## config.mk

```make
export PLATFORM = sky130hd
export DESIGN_NAME = uart_program_loader
export DESIGN_NICKNAME = d
export VERILOG_FILES = /design/src/rtl/uart_program_loader.sv
export SDC_FILE = /design/constraint.sdc
export NUM_CORES = 1
export LEC_CHECK = 0
export BUFFER_PORTS_ARGS = -buffer_cell sky130_fd_sc_hd__buf_2
export CORE_ASPECT_RATIO = 0.7
export CORE_MARGIN = 2
export CORE_UTILIZATION = 60
export DETAILED_ROUTE_END_ITERATION = 6
export PLACE_DENSITY = 0.77
export SYNTH_ARGS = -nofsm -noshare
export SYNTH_HDL_FRONTEND = slang
export SYNTH_SLANG_ARGS = --single-unit
export TNS_END_PERCENT = 50
```

## constraint.sdc

```tcl
create_clock -name CLK -period 3.8 [get_ports CLK]
set_input_delay 0.76 -clock CLK [delete_from_list [all_inputs] [get_ports CLK]]
set_output_delay 0.76 -clock CLK [all_outputs]
set_load 0.05 [all_outputs]
```

## src/rtl/uart_program_loader.sv

```systemverilog
// UART 8N1 program loader: fills instruction memory and holds the core in reset until done.
// Optional trailing 16-bit image checksum when LOADER_CHECKSUM_EN is defined.
module uart_program_loader #(
  parameter int CLKS_PER_BIT = 434,
  parameter int ADDR_W       = 10
) (
  input  logic              CLK,
  input  logic              reset,
  input  logic              rx,
  output logic              mem_we,
  output logic [ADDR_W-1:0] mem_addr,
  output logic [15:0]       mem_wdata,
  output logic              core_reset,
  output logic              loading,
  output logic              done,
  output logic              err
);

  localparam logic [15:0] BIT_M1  = 16'(CLKS_PER_BIT - 1);
  localparam logic [15:0] HALF_M1 = 16'(CLKS_PER_BIT / 2 - 1);
  localparam logic [16:0] DEPTH   = 17'(2 ** ADDR_W);

  localparam logic [1:0] RX_IDLE  = 2'd0;
  localparam logic [1:0] RX_START = 2'd1;
  localparam logic [1:0] RX_DATA  = 2'd2;
  localparam logic [1:0] RX_STOP  = 2'd3;

  localparam logic [2:0] LEN_HI  = 3'd0;
  localparam logic [2:0] LEN_LO  = 3'd1;
  localparam logic [2:0] DATA_HI = 3'd2;
  localparam logic [2:0] DATA_LO = 3'd3;
  localparam logic [2:0] DONE    = 3'd6;
  localparam logic [2:0] ERROR   = 3'd7;
`ifdef LOADER_CHECKSUM_EN
  localparam logic [2:0] CSUM_HI = 3'd4;
  localparam logic [2:0] CSUM_LO = 3'd5;
  localparam logic [2:0] TAIL    = CSUM_HI;
`else
  localparam logic [2:0] TAIL    = DONE;
`endif

  logic       rx_s1, rx_s2, rx_q;
  logic [1:0] rx_st;
  logic [15:0] cnt;
  logic [2:0] bit_idx;
  logic [7:0] shreg;
  logic       byte_valid, frame_err;

  always_ff @(posedge CLK or negedge reset) begin
    if (!reset) begin
      rx_s1 <= 1'b1;
      rx_s2 <= 1'b1;
      rx_q  <= 1'b1;
    end else begin
      rx_s1 <= rx;
      rx_s2 <= rx_s1;
      rx_q  <= rx_s2;
    end
  end

  always_ff @(posedge CLK or negedge reset) begin
    if (!reset) begin
      rx_st      <= RX_IDLE;
      cnt        <= '0;
      bit_idx    <= '0;
      shreg      <= '0;
      byte_valid <= 1'b0;
      frame_err  <= 1'b0;
    end else begin
      byte_valid <= 1'b0;
      frame_err  <= 1'b0;
      case (rx_st)
        RX_IDLE:
          if (rx_q && !rx_s2) begin
            rx_st <= RX_START;
            cnt   <= '0;
          end
        RX_START:
          if (cnt == HALF_M1) begin
            cnt     <= '0;
            bit_idx <= '0;
            rx_st   <= rx_s2 ? RX_IDLE : RX_DATA;
          end else begin
            cnt <= cnt + 16'd1;
          end
        RX_DATA:
          if (cnt == BIT_M1) begin
            cnt     <= '0;
            shreg   <= {rx_s2, shreg[7:1]};
            bit_idx <= bit_idx + 3'd1;
            if (bit_idx == 3'd7) rx_st <= RX_STOP;
          end else begin
            cnt <= cnt + 16'd1;
          end
        default:
          if (cnt == BIT_M1) begin
            cnt        <= '0;
            rx_st      <= RX_IDLE;
            byte_valid <= rx_s2;
            frame_err  <= !rx_s2;
          end else begin
            cnt <= cnt + 16'd1;
          end
      endcase
    end
  end

  logic [2:0]        st;
  logic [7:0]        hi;
  logic [ADDR_W-1:0] idx, last;
  logic [15:0]       word;
`ifdef LOADER_CHECKSUM_EN
  logic [15:0]       sum;
`endif

  assign word = {hi, shreg};

  always_ff @(posedge CLK or negedge reset) begin
    if (!reset) begin
      st        <= LEN_HI;
      hi        <= '0;
      idx       <= '0;
      last      <= '0;
      mem_we    <= 1'b0;
      mem_addr  <= '0;
      mem_wdata <= '0;
`ifdef LOADER_CHECKSUM_EN
      sum       <= '0;
`endif
    end else begin
      mem_we <= 1'b0;
      if (frame_err && st != DONE) begin
        st <= ERROR;
      end else if (byte_valid) begin
        case (st)
          LEN_HI: begin
            hi <= shreg;
            st <= LEN_LO;
          end
          LEN_LO: begin
            last <= ADDR_W'(word - 16'd1);
            idx  <= '0;
`ifdef LOADER_CHECKSUM_EN
            sum  <= word;
`endif
            if ({1'b0, word} > DEPTH) st <= ERROR;
            else if (word == 16'd0)   st <= TAIL;
            else                      st <= DATA_HI;
          end
          DATA_HI: begin
            hi <= shreg;
            st <= DATA_LO;
          end
          DATA_LO: begin
            mem_we    <= 1'b1;
            mem_addr  <= idx;
            mem_wdata <= word;
`ifdef LOADER_CHECKSUM_EN
            sum       <= sum + word;
`endif
            if (idx == last) begin
              st <= TAIL;
            end else begin
              idx <= idx + 1'b1;
              st  <= DATA_HI;
            end
          end
`ifdef LOADER_CHECKSUM_EN
          CSUM_HI: begin
            hi <= shreg;
            st <= CSUM_LO;
          end
          CSUM_LO: st <= (word == sum) ? DONE : ERROR;
`endif
          default: st <= st;
        endcase
      end
    end
  end

  // loading is visible in the same cycle as the first length byte strobe
  assign loading    = (st == LEN_HI) ? byte_valid
                    : !(st == DONE || st == ERROR);
  assign done       = (st == DONE);
  assign err        = (st == ERROR);
  assign core_reset = (st != DONE);

endmodule

```

* Word level (Yosys, flattened, before mapping)
Index checks and enable logic that the tools add are counted.
Storage, ports and cells: word-level logic and storage cells 92, bits in read-only memories 0, bits in latches 0, output and inout bits 31, input port bits 3, register bits after elaboration 92, RAM bits 0, memories kept 0
Cells by class: reduce and logical (&&, ||, !) cells 23, multiplexer cells 30, shift-type cells 0, divide/modulo/power cells 0, bitwise gates (word level) 1, multiply operators 0, order comparisons 1, equality and inequality tests 17, add/subtract/negate cells 4
Operators by type and width (number):
- 16-bit 2-to-1 mux | 3
- 16-bit case mux with 2 select lines | 1
- 3-bit 2-to-1 mux | 7
- 10-bit case mux with 2 select lines | 1
- 16-bit by 1-bit adder with 16-bit output (second input constant) | 1
- 16-bit by 8-bit == test with 1-bit output (second input constant) | 1
- 16-bit by 9-bit == test with 1-bit output (second input constant) | 1
- 16-bit by 11-bit greater-than comparator with 1-bit output (second input constant) | 1
- 16-bit zero test | 1
- 2-bit 2-to-1 mux | 6
- 3-bit case mux with 4 select lines | 1
- 3-bit AND reduction | 4
- 10-bit by 1-bit adder with 10-bit output (second input constant) | 1
- 10-bit == test | 1
- 10-bit 2-to-1 mux | 1
- 2-bit != test (second input constant) | 5
- 10-bit by 1-bit subtractor with 10-bit output (second input constant) | 1
- 3-bit == test (second input constant) | 3
- 1-bit 2-to-1 mux | 8
- 3-bit by 2-bit == test with 1-bit output (second input constant) | 2
- 2-bit case mux with 3 select lines | 1
- 3-bit case mux with 2 select lines | 1
- 2-bit nonzero test | 3
- 5-bit AND reduction | 1
- 17 further kinds | 20

* Longest topological paths before layout
Gate-level depths: netlist (run 1).
depth in word-level cells 6, depth in mapped cells 9, mapped depth without buffers 7

* Least setup slack after synthesis (run 1)
Ideal clock, no wire load.
kind register to output, start reg st[1], end out loading, data required time 3.040 ns, slack 1.722 ns, buffers on the path 1, cell stages (with the launch flop) 4, arrival time 1.318 ns, cells stage by stage dfrtp_1 -> buf_6 -> nor4_1 -> a21oi_1
Between the ends: cells in the longest elaborated chain, start to end 4, elaborated cells between the ends (all ways) 6, classes of those cells eq/ne: 2; mux: 1; reduce/logical: 3
RTL lines:
- start: declaration | line 108 | logic [2:0] st;
- start signal: assignment | line 175 | default: st <= st;
- 3-bit == test | line 183 | : !(st == DONE || st == ERROR);
- 1-bit logical OR | line 183
- 1-bit zero test | line 183
- 1-bit 2-to-1 mux * | line 182 | assign loading = (st == LEN_HI) ? byte_valid
- end: declaration | line 14 | output logic loading,
Every way passes the cells marked *; elsewhere a longest branch is shown, timed or not.

* Worst setup path in the final report (run 1)
start reg st[2], end reg mem_wdata[7]
Between the ends: cells in the longest elaborated chain, start to end 4, elaborated cells between the ends (all ways) 5, classes of those cells eq/ne: 2; bitwise: 1; reduce/logical: 2
RTL lines:
- 3-bit != test | line 132 | if (frame_err && st != DONE) begin
- 1-bit logical AND | line 132
- 1-bit NOT (no line)
- 3-bit AND reduction (no line) *
- end signal: assignment | line 157 | mem_wdata <= word;
- end: declaration | line 12 | output logic [15:0] mem_wdata,
Marked as above. A chain may end at the register's enable or synchronous reset.

==> summary.txt, run 1 <==
Yosys
  – Synth Flop Type: dfrtp_1
  – Async SR Flop Fraction: 100%
  – Top-area cell type share of the netlist area: 49.1%
  – Synth area leaders: dfrtp_1 49%, nand2_1 9.2%, xnor2_1 3.7%, mux2_2 3.5%, ha_1 2.2%
  – Cell variety after synth: 56
  – Mux share of post-synthesis cell area: under 10%
  – Synth warn: 0
  – Post-Synth XOR/XNOR Area: about 5.2%
  – Post-Syn Instances: ~450
  – Compound-Gate Fraction of Synth Area: 6.78%
  – Syn_nets: 464
  – Mapped cell area: about 4500 um2
  – Mean Syn Cell Area: between 10 and 15 um2
  – EDFF count, synth: 0
  – Flops & latches, synth: between 90 and 100
  – Post-Synth Simple-Gate Area: approximately a quarter
  – Largest family of logic cells by synthesized area: simple AND/OR/NAND/NOR gates
  – Seq/Total Area, Yosys: 50.8%
  – Adder-Cell Fraction of Synth Area: 2.21%
  – Post-synth top area cell: dfrtp_1

Floorplan
  – Die area: around 8300 um2
  – # IOs: 34
  – Core area: between 7000 and 8000 um2
  – Die W: approximately 110 um
  – Rows: 26
  – Effective utilization at floorplan: between 60% and 70%
  – Die Y: between 70 and 80 um

Placement
  – Dpl ws: approximately 1.2 ns
  – Final GP Congestion: between 0.8 and 0.9
  – IO Port Bufs: 33
  – Post-DP HPWL: between 6000 and 7000 um

Critical path
  – WS Path Type: reg -> reg
  – Crit end category: flip-flop
  – Reg-to-reg slack, setup: about 1.2 ns
  – Setup crit start kind: flip-flop
  – Worst path max stage delay: about 0.9 ns
  – CP required: 4.12 ns
  – Slowest cell on crit path: inv_1
  – CP cell instances: nor2_1 > nand4_1 > inv_1 > nand2_1 > nand2_1
  – Worst-path maximum fanout: 24
  – Top cell by count, worst path: nand2_1
  – CP arrival: slightly below 3 ns

Worst hold path
  – Worst Hold Class: reg -> reg

Clock tree
  – Sink Count: 92
  – Clock Latency Late Sink: around 0.37 ns
  – Clock slew seen by the registers of the worst setup and hold paths: ~0.10 ns
  – Post-CTS setup buffer count: 0
  – Max Buffers Root-to-Sink: 2
  – CTS H-tree lvls: 3
  – Clock root buffer: clkbuf_8
  – Post-CTS Hold Buffers: 0
  – CTS tree: built
  – PostCTS Resize Cnt: 0
  – Number of CTS-inserted buffers: 9

Routing
  – Iteration-0 DRC Markers: approximately 220
  – Vias post-DR: 3269
  – Wirelength per Cell: roughly 15 um
  – Pre-antenna DRT Iters: 5
  – Vias/cell: ~5.7
  – Drt total wl: around 9000 um
  – Post-route DRC: 0
  – Post-DRT Antenna Nets: 0

Power and ir drop
  – Final Total Pwr: 1.95 mW
  – Peak VDD IR: 0.289 mV
  – Pwr Density: 397 nW/um2
  – Static Leak: 2.45 nW

STA
  – Setup Viol. Count Final: 0
  – Worst-Margin Slew: about 1.2 ns
  – Period utilization: 68.7%
  – Setup WS post-layout: ~1.2 ns
  – Slew Limit Headroom: between 10% and 20%
  – Minimum clock period: 2.61 ns
  – Final Hold Slack: between 0.3 and 0.4 ns
  – Setup tns final: 0 ns
  – FMAX: 383 MHz
  – RSZ-0062 raised after global routing: false
  – Hold Vio Cnt, Final: 0
  – Skew final: 0.0129 ns
  – Slew Limit Fails: 0

Global route
  – GRT Resource Usage Total: a little under a quarter
  – Vias in the first global route: roughly 3000
  – First-pass GRT wire length: between 15000 and 20000 um
  – Busiest grt layer: met1
  – Initial antenna violation count: 0
  – Met2 Track Usage GR: about a third
  – Largest net degree at the start of global routing: 50
  – Grt total ovfl: 0
  – Met3 usage: roughly 5.0%
  – Routing usage on met1: 36.4%

Status
  – Outcome: complete, no violations

Layout
  – Multi-input logic area: between 2000 and 2500 um2
  – Most frequent cells in the layout: 111 x nand2_1, 89 x dfrtp_1, 32 x buf_2
  – Most common cell after layout, fill and taps aside: nand2_1
  – Filler instances: about 580
  – Share of layout cells above drive strength 1: between 15 and 20%
  – Diodes inserted: 0
  – # nets final: 485
  – Area Growth Syn to Fin: 8.10%
  – Sequential cell area: between 2000 and 2500 um2
  – Final Core Density: between 60 and 70%

Flow run
  – Max_cap viols: 0
-- metal layers --
| metal | share of wire [%] | up-vias |
|---|---|---|
| met5 | 0 | - |
| met4 | 0.68 | 0 |
| met3 | 4.6 | 4 |
| met2 | 44 | 67 |
| met1 | 50 | 1611 |
| li1 | - | 1587 |
-- power by group --
group	total (mW)	internal, mW	switching (mW)
clock	0.699	0.321	0.378
sequential	1.07	1.01	0.0603
combinational	0.176	0.0757	0.101
-- critical path, delay by kind of cell, from the launching register on --
kind / cells / cell delay [ns]
buffers and inverters: 1 / 0.90
DFF: 1 / 0.48
and+or+nand+nor: 4 / 1.17
-- Yosys cell counts (3+ instances only) --
cell type / n
nor3_1: 9
dfstp_2: 3
xor2_1: 5
nor4_1: 12
or2_2: 3
and3_1: 3
mux2_2: 14
nor2b_1: 3
and4b_1: 4
nand4_1: 9
nand2_1: 111
buf_2: 7
o21ai_0: 19
a21oi_1: 7
xnor2_1: 19
nor2_1: 18
inv_1: 14
nand3_1: 15
a22o_1: 4
mux2i_1: 10
clkbuf_1: 11
ha_1: 8
dfrtp_1: 89
o31ai_1: 3
buf_6: 5
nand2b_1: 6
-- per-stage QoR --
stage / cell area [um2] / instances
final: 4910 / 577
after global routing: 4910 / 577
after CTS: 4910 / 577
after detailed placement: 4690 / 561
after global placement: 4690 / 561
after floorplan: 4540 / 453
-- cell type report --
class	instances	share of cell area (%)
inverters	14	1.07
well taps	98	2.50
repair buffers	36	3.88
clock inverters	7	1.89
flip-flops and latches	92	47.0
clock buffers	9	2.52
multi-input cells	321	41.2
-- flip-flops by register name, indices dropped and copies added (netlist names) --
register,cells
cnt,16
mem_addr,10
st,3
rx_s2,1
idx,10
shreg,8
frame_err,1
byte_valid,1
hi,8
bit_idx,3
rx_q,1
mem_we,1
last,10
rx_s1,1
rx_st,2
mem_wdata,16
-- logic make-up after synthesis --
logic type / Yosys count
AOI/OAI and AO/OA: 47
xor gates and xnor gates: 25
adders and majority gates: 8
buffers and inverters: 40
DFF: 92
muxes: 25
and+or+nand+nor: 216
-- path summary, 6_finish.rpt --
check | endpoint | cells after the start | startpoint
max | mem_wdata[7] | 5 | st[2]
min | rx_s2 | 0 | rx_s1
max reg2reg | mem_wdata[7] | 5 | st[2]
min reg2reg | rx_s2 | 0 | rx_s1
max in group asynchronous | rx_q | 2 | reset
min in group asynchronous | mem_addr[6] | 1 | reset
Note: power is estimated with default switching activity, not from simulation.
==> inputs of run 2 (changes only) <==
- ABC_AREA: not set -> 1
- PLACE_DENSITY: 0.77 -> 0.76
- clock period: 3.8 -> 2.6 ns (I/O delays scaled with it)
==> run 2 against run 1 <==
- non-clock buffer count is 3 higher
- combinational power is 77% higher
- largest power group unchanged
- sequential power is 48% higher
- worst setup slack worse by 0.53 ns
- highest routed layer unchanged
- critical path depth is 2 lower
- via count is 19% higher
- area after synthesis is 2.6% higher
- wire length is 21% higher
- sequential share of layout area is 1.9 points lower
==> summary.txt, run 2 <==
Status
  – Outcome: complete, no violations

Clock tree
  – Max Buffers Root-to-Sink: 2 (unchanged)
  – Post-CTS setup buffer count: 0 (unchanged)
  – PostCTS Resize Cnt: 0 (unchanged)
  – Clock Latency Late Sink: 0.39 ns (+0.02 ns)
  – CTS H-tree lvls: 3 (unchanged)
  – Clock slew seen by the registers of the worst setup and hold paths: 0.09 ns (about the same)
  – Post-CTS Hold Buffers: 0 (unchanged)
  – Sink Count: 92 (unchanged)
  – Clock root buffer: clkbuf_8
  – Number of CTS-inserted buffers: 9 (unchanged)
  – CTS tree: built

Critical path
  – CP cell instances: nor4_1 > a21oi_1 > buf_2
  – Worst-path maximum fanout: 6 (-75%)
  – Crit end category: output pin
  – CP required: 2.08 ns (-2.04 ns)
  – Worst path max stage delay: 0.45 ns (-0.45 ns)
  – R2R cell count: 7 (+2)
  – Reg-to-reg slack, setup: 0.69 ns (-0.50 ns)
  – Slowest cell on crit path: dfrtp_1
  – CP arrival: 1.42 ns (-1.51 ns)
  – Setup crit start kind: flip-flop
  – WS Path Type: reg -> out

Routing
  – Drt total wl: 10800 um (+21%)
  – Iteration-0 DRC Markers: 419 (+93%)
  – Vias post-DR: 3902 (+19%)
  – Post-route DRC: 0 (unchanged)
  – Post-DRT Antenna Nets: 0 (unchanged)
  – Wirelength per Cell: 15.1 um (-2.4%)
  – Vias/cell: 5.46 (-3.5%)
  – Pre-antenna DRT Iters: 5 (unchanged)

Yosys
  – Post-synth top cells: 157 x nand2_1, 89 x dfrtp_1, 60 x inv_1
  – Mean Syn Cell Area: 8.09 um2 (-19%)
  – Cell variety after synth: 30 (-46%)
  – Post-synth top area cell: dfrtp_1
  – Synth warn: 0 (unchanged)
  – Async SR Flop Fraction: 100% (unchanged)
  – Synth area leaders: dfrtp_1 48%, nand2_1 13%, o21ai_0 5.5%, nand3_1 4.9%, inv_1 4.8%
  – Synth Flop Type: dfrtp_1
  – Mapped cell area: 4660 um2 (+2.6%)
  – Post-Syn Instances: 576 (+27%)
  – EDFF count, synth: 0 (unchanged)
  – Most common cell in the netlist: nand2_1
  – Seq/Total Area, Yosys: 49.5% (-1.3 points)
  – Syn_nets: 587 (+27%)
  – Flops & latches, synth: 92 (unchanged)
  – Top-area cell type share of the netlist area: 47.8% (-1.3 points)

STA
  – Minimum clock period: 1.94 ns
  – Hold Vio Cnt, Final: 0 (unchanged)
  – Worst-Margin Slew: 0.685 ns (-0.515 ns)
  – RSZ-0062 raised after global routing: false
  – Slew Limit Headroom: 54.0% (+34 points)
  – Skew final: 0.00715 ns (-0.00577 ns)
  – Period utilization: roughly three quarters
  – Final Hold Slack: 0.0523 ns (-0.309 ns)
  – Setup tns final: 0 ns (unchanged)
  – FMAX: 516 MHz
  – Slew Limit Fails: 0 (unchanged)
  – Setup Viol. Count Final: 0 (unchanged)

Layout
  – Diodes inserted: 0 (unchanged)
  – Final Core Density: 68.9% (+1.8 points)
  – Fin cells: 714 (+24%)
  – Biggest regs: cnt (16), mem_wdata (16)
  – # nets final: 622 (+28%)
  – Most frequent cells in the layout: 157 x nand2_1, 89 x dfrtp_1, 60 x inv_1
  – Share of layout cells above drive strength 1: 13.3% (-4.9 points)
  – Most common cell after layout, fill and taps aside: nand2_1
  – Area Growth Syn to Fin: 9.64%

Power and ir drop
  – Static Leak: 2.57 nW (+5.1%)
  – Pwr Density: 553 nW/um2 (+39%)
  – Peak VDD IR: 0.455 mV (+57%)

Global route
  – First-pass GRT wire length: 17900 um (+16%)
  – Vias in the first global route: 3507 (+14%)
  – GRT Resource Usage Total: 27.8% (+4.1 points)
  – Initial antenna violation count: 0 (unchanged)
  – Largest net degree at the start of global routing: 32 (-36%)
  – Grt total ovfl: 0 (unchanged)

Worst hold path
  – Worst Hold Class: in -> async

Floorplan
  – Rows: 26 (unchanged)
  – Effective utilization at floorplan: 62.8% (+0.80 points)
  – Die area: 8500 um2 (+2.5%)
  – Die Y: 77.7 um (+1.2%)
  – # IOs: 34 (unchanged)
  – Die W: 109 um (+1.3%)
  – Core area: 7420 um2 (+1.3%)

Placement
  – IO Port Bufs: 33 (unchanged)
  – Final GP Congestion: 0.957 (+17%)
  – Post-DP HPWL: 7800 um (+25%)
  – Placed cells: 698 (+24%)

Flow run
  – Max_cap viols: 0 (unchanged)
run 2: changes by cell type in the layout (fill, tap and decap cells not counted), moves of 13 or more:
cell     delta
inv_1      +46
nor2_1     +41
o21ai_0    +32
mux2_2     -14
nand2_1    +46
nand3_1    +31
xnor2_1    -14
xor2_1     +13
run 2: worst paths after layout:
| kind | start | end |
|---|---|---|
| hold / removal | reset | cnt[15] |
| setup / recovery | st[2] | loading |
| max in group asynchronous | reset | rx_q |
| hold reg to reg | rx_s1 | rx_s2 |
| min in group CLK | rx | rx_s1 |
| setup reg to reg | rx_st[1] | cnt[6] |
run 2: cells by family after synthesis:
kind of cell    Yosys count  share of synthesized area [%]
simple gates            298                           27.5
flops                    92                           49.5
buf+inv                  78                           6.85
compound gates           77                           9.67
xor+xnor                 23                           4.32
fa+ha+maj                 8                           2.15
run 2: cell type report:
type / count / area (um2)
well taps: 98 / 123
repair buffers: 39 / 225
flip-flops and latches: 92 / 2310
clock inverters: 6 / 46.3
clock buffers: 10 / 138
inverters: 63 / 236
fillers: 613 / 2310
multi-input cells: 406 / 2030
run 2: metal layers:
layer  track usage [%]  share of wire [%]
met5                 0                  0
met4              5.57               0.93
met3              10.3                8.5
met2              36.0                 39
met1              44.1                 51
run 2: critical path: cells and delay by family (launching register included):
family / cells / cell delay (ns)
compound gates: 1 / 0.07
simple gates: 1 / 0.29
flops: 1 / 0.45
buf+inv: 1 / 0.22
run 2: per-stage QoR:
step	setup WS [ns]	power (mW)	area, um2
2_1_floorplan	0.721	1.80	4660
3_3_place_gp	0.751	1.90	4920
3_5_place_dp	0.725	1.90	4920
4_1_cts	0.657	2.83	5110
5_1_grt	0.491	2.96	5110
6_report	0.662	2.83	5110
run 2: where the power goes:
part	total [mW]	internal, mW	switching, mW
clock	0.938	0.384	0.555
combinational	0.311	0.0885	0.223
sequential	1.58	1.48	0.0979
==> inputs of run 3 (changes only) <==
- ABC_AREA: 1 -> 0
- PLACE_DENSITY: 0.76 -> 0.77
- clock period: 2.6 -> 2 ns (I/O delays scaled with it)
==> run 3 against run 2 <==
- final area down 0.42%
- largest power group unchanged
- critical path type is now reg -> reg
- final cell count down 16%
- via count down 12%
- utilization up 0.63 points
- global-route usage down 2.7 points
- wire length down 10%
- non-clock buffer count up 20
- critical path depth up 1
- clock power up 23%
- critical endpoint is now shreg[2]
==> summary.txt, run 3 (synthesis results as in run 1) <==
Floorplan
  – Effective utilization at floorplan: 62.0% (-0.80 points)
  – Die area: 8290 um2 (-2.5%)
  – Rows: 26 (unchanged)
  – # IOs: 34 (unchanged)
  – Die W: 108 um (-1.2%)
  – Die Y: 76.8 um (-1.2%)
  – Core area: 7320 um2 (-1.3%)

Layout
  – Share of layout cells above drive strength 1: 22.3% (+9.0 points)
  – Diodes inserted: 0 (unchanged)
  – Most frequent cells in the layout: 111 x nand2_1, 89 x dfrtp_1, 31 x buf_2
  – Filler instances: 575 (-6.2%)
  – # nets final: 508 (-18%)
  – Area Growth Syn to Fin: 12.1%
  – Final Core Density: 69.5% (+0.63 points)
  – Most common cell after layout, fill and taps aside: nand2_1
  – Final instance area: 5090 um2 (-0.42%)
  – Fin cells: 600 (-16%)
  – Biggest regs: cnt (16), mem_wdata (16)

Critical path
  – CP required: 2.25 ns (+0.17 ns)
  – Setup crit start kind: flip-flop
  – WS Path Type: reg -> reg
  – Worst path max stage delay: 0.46 ns (about the same)
  – Top delay family on crit path: simple AND/OR/NAND/NOR gates
  – WP buf/inv: 0 (-1)
  – Slowest cell on crit path: dfrtp_1
  – CP cell instances: nor4_4 > and4b_2 > nand2_2 > mux2_4
  – Worst-path maximum fanout: 11 (+5)
  – Crit end category: flip-flop
  – CP arrival: 2.15 ns (+0.73 ns)

STA
  – Setup WS post-layout: 0.106 ns (-0.555 ns)
  – Period utilization: ~95%
  – Final Hold Slack: 0.125 ns (+0.0730 ns)
  – Slew Limit Headroom: 72.7% (+19 points)
  – Setup Viol. Count Final: 0 (unchanged)
  – Worst-Margin Slew: 0.404 ns (-0.281 ns)
  – Minimum clock period: between 1.5 and 2 ns
  – RSZ-0062 raised after global routing: false
  – Skew final: 0.0106 ns (+0.00345 ns)
  – FMAX: 528 MHz
  – Hold Vio Cnt, Final: 0 (unchanged)
  – Slew Limit Fails: 0 (unchanged)
  – Setup tns final: 0 ns (unchanged)

Worst hold path
  – Worst Hold Class: in -> reg

Placement
  – Dpl ws: 0.00725 ns (-0.718 ns)
  – IO Port Bufs: 33 (unchanged)
  – Area post-placement: 4870 um2 (-1.1%)
  – Placed cells: 583 (-16%)
  – Post-DP HPWL: 6950 um (-11%)
  – Final GP Congestion: 0.871 (-9.0%)

Clock tree
  – Clock slew seen by the registers of the worst setup and hold paths: 0.09 ns (about the same)
  – CTS tree: built
  – CTS H-tree lvls: 3 (unchanged)
  – Clock Latency Late Sink: 0.37 ns (-0.02 ns)
  – Number of CTS-inserted buffers: 9 (unchanged)
  – Clock root buffer: clkbuf_8
  – Max Buffers Root-to-Sink: 2 (unchanged)
  – Post-CTS setup buffer count: 0 (unchanged)
  – Sink Count: 92 (unchanged)

Routing
  – Post-DRT Antenna Nets: 0 (unchanged)
  – Wirelength per Cell: 16.1 um (+7.0%)
  – Drt total wl: 9680 um (-10%)
  – Pre-antenna DRT Iters: 4 (-1)
  – Post-route DRC: 0 (unchanged)
  – Iteration-0 DRC Markers: 232 (-45%)
  – Vias/cell: 5.71 (+4.5%)
  – Vias post-DR: 3428 (-12%)

Power and ir drop
  – Peak VDD IR: 0.452 mV (-0.74%)
  – Final Total Pwr: 3.57 mW (+26%)
  – Pwr Density: 701 nW/um2 (+27%)
  – Static Leak: 2.55 nW (-0.83%)

Status
  – Outcome: complete, no violations

Global route
  – GRT Resource Usage Total: 25.1% (-2.7 points)
  – First-pass GRT wire length: 16200 um (-9.2%)
  – Largest net degree at the start of global routing: 32 (unchanged)
  – Grt total ovfl: 0 (unchanged)
  – Initial antenna violation count: 0 (unchanged)
  – Vias in the first global route: 3299 (-5.9%)

Flow run
  – Max_cap viols: 0 (unchanged)
run 3: changes by cell type in the layout (fill, tap and decap cells not counted), moves of 6 or more:
cell	previous run	this run
xnor2_1	5	19
mux2_2	0	14
nand2_1	157	111
mux2i_1	0	10
nand3_1	46	15
nor4_1	1	10
nand2b_1	0	6
inv_1	60	14
o21ai_0	51	19
xor2_1	18	5
o21ai_2	12	0
buf_4	6	25
nor2_1	59	18
run 3: timing repair:
| item | CTS | global route |
|---|---|---|
| hold buffers | 1 | 0 |
| setup endpoints to repair | 4 | 18 |
| gates resized for setup | 1 | 8 |
| gates cloned | 0 | 0 |
| endpoints found under the hold margin | 28 | 0 |
run 3: worst paths after layout:
kind,from,to,slack (ns),cells after the start
setup / recovery,cnt[11],shreg[2],0.11,4
hold / removal,rx,rx_s1,0.13,1
setup reg to reg,cnt[11],shreg[2],0.11,4
hold reg to reg,rx_s1,rx_s2,0.36,0
max in group asynchronous,reset,hi[0],0.90,3
min in group asynchronous,reset,mem_addr[7],0.49,2
run 3: worst reg2reg max path, cell delays in order (launching register included):
cell,delay [ns]
dfrtp_1,0.46
nor4_4,0.42
and4b_2,0.39
nand2_2,0.18
mux2_4,0.33
run 3: area by class of cell:
type | count | area, um2 | share of cell area (%)
Multi-Input combinational cell | 321 | 2050 | 40.2
Timing Repair Buffer | 59 | 384 | 7.55
Inverter | 14 | 52.6 | 1.03
Clock inverter | 6 | 47.5 | 0.935
Clock buffer | 10 | 128 | 2.51
Sequential cell | 92 | 2310 | 45.3
Tap cell | 98 | 123 | 2.41
run 3: per-layer routing:
metal  up-vias  GRT usage [%]  routed length (um)
met5         -              0                   0
li1       1647              -                   -
met3         5           6.46                 472
met4         0           5.51                  52
met2        91           36.9                4340
met1      1685           37.8                4810
run 3: report_power, final:
group          switching (mW)  internal (mW)  leakage [nW]  total (mW)
sequential             0.0946           1.93          1.26        2.02
clock                   0.686          0.466        0.0877        1.15
combinational           0.226          0.170          1.20       0.396
total                    1.01           2.56          2.55        3.57
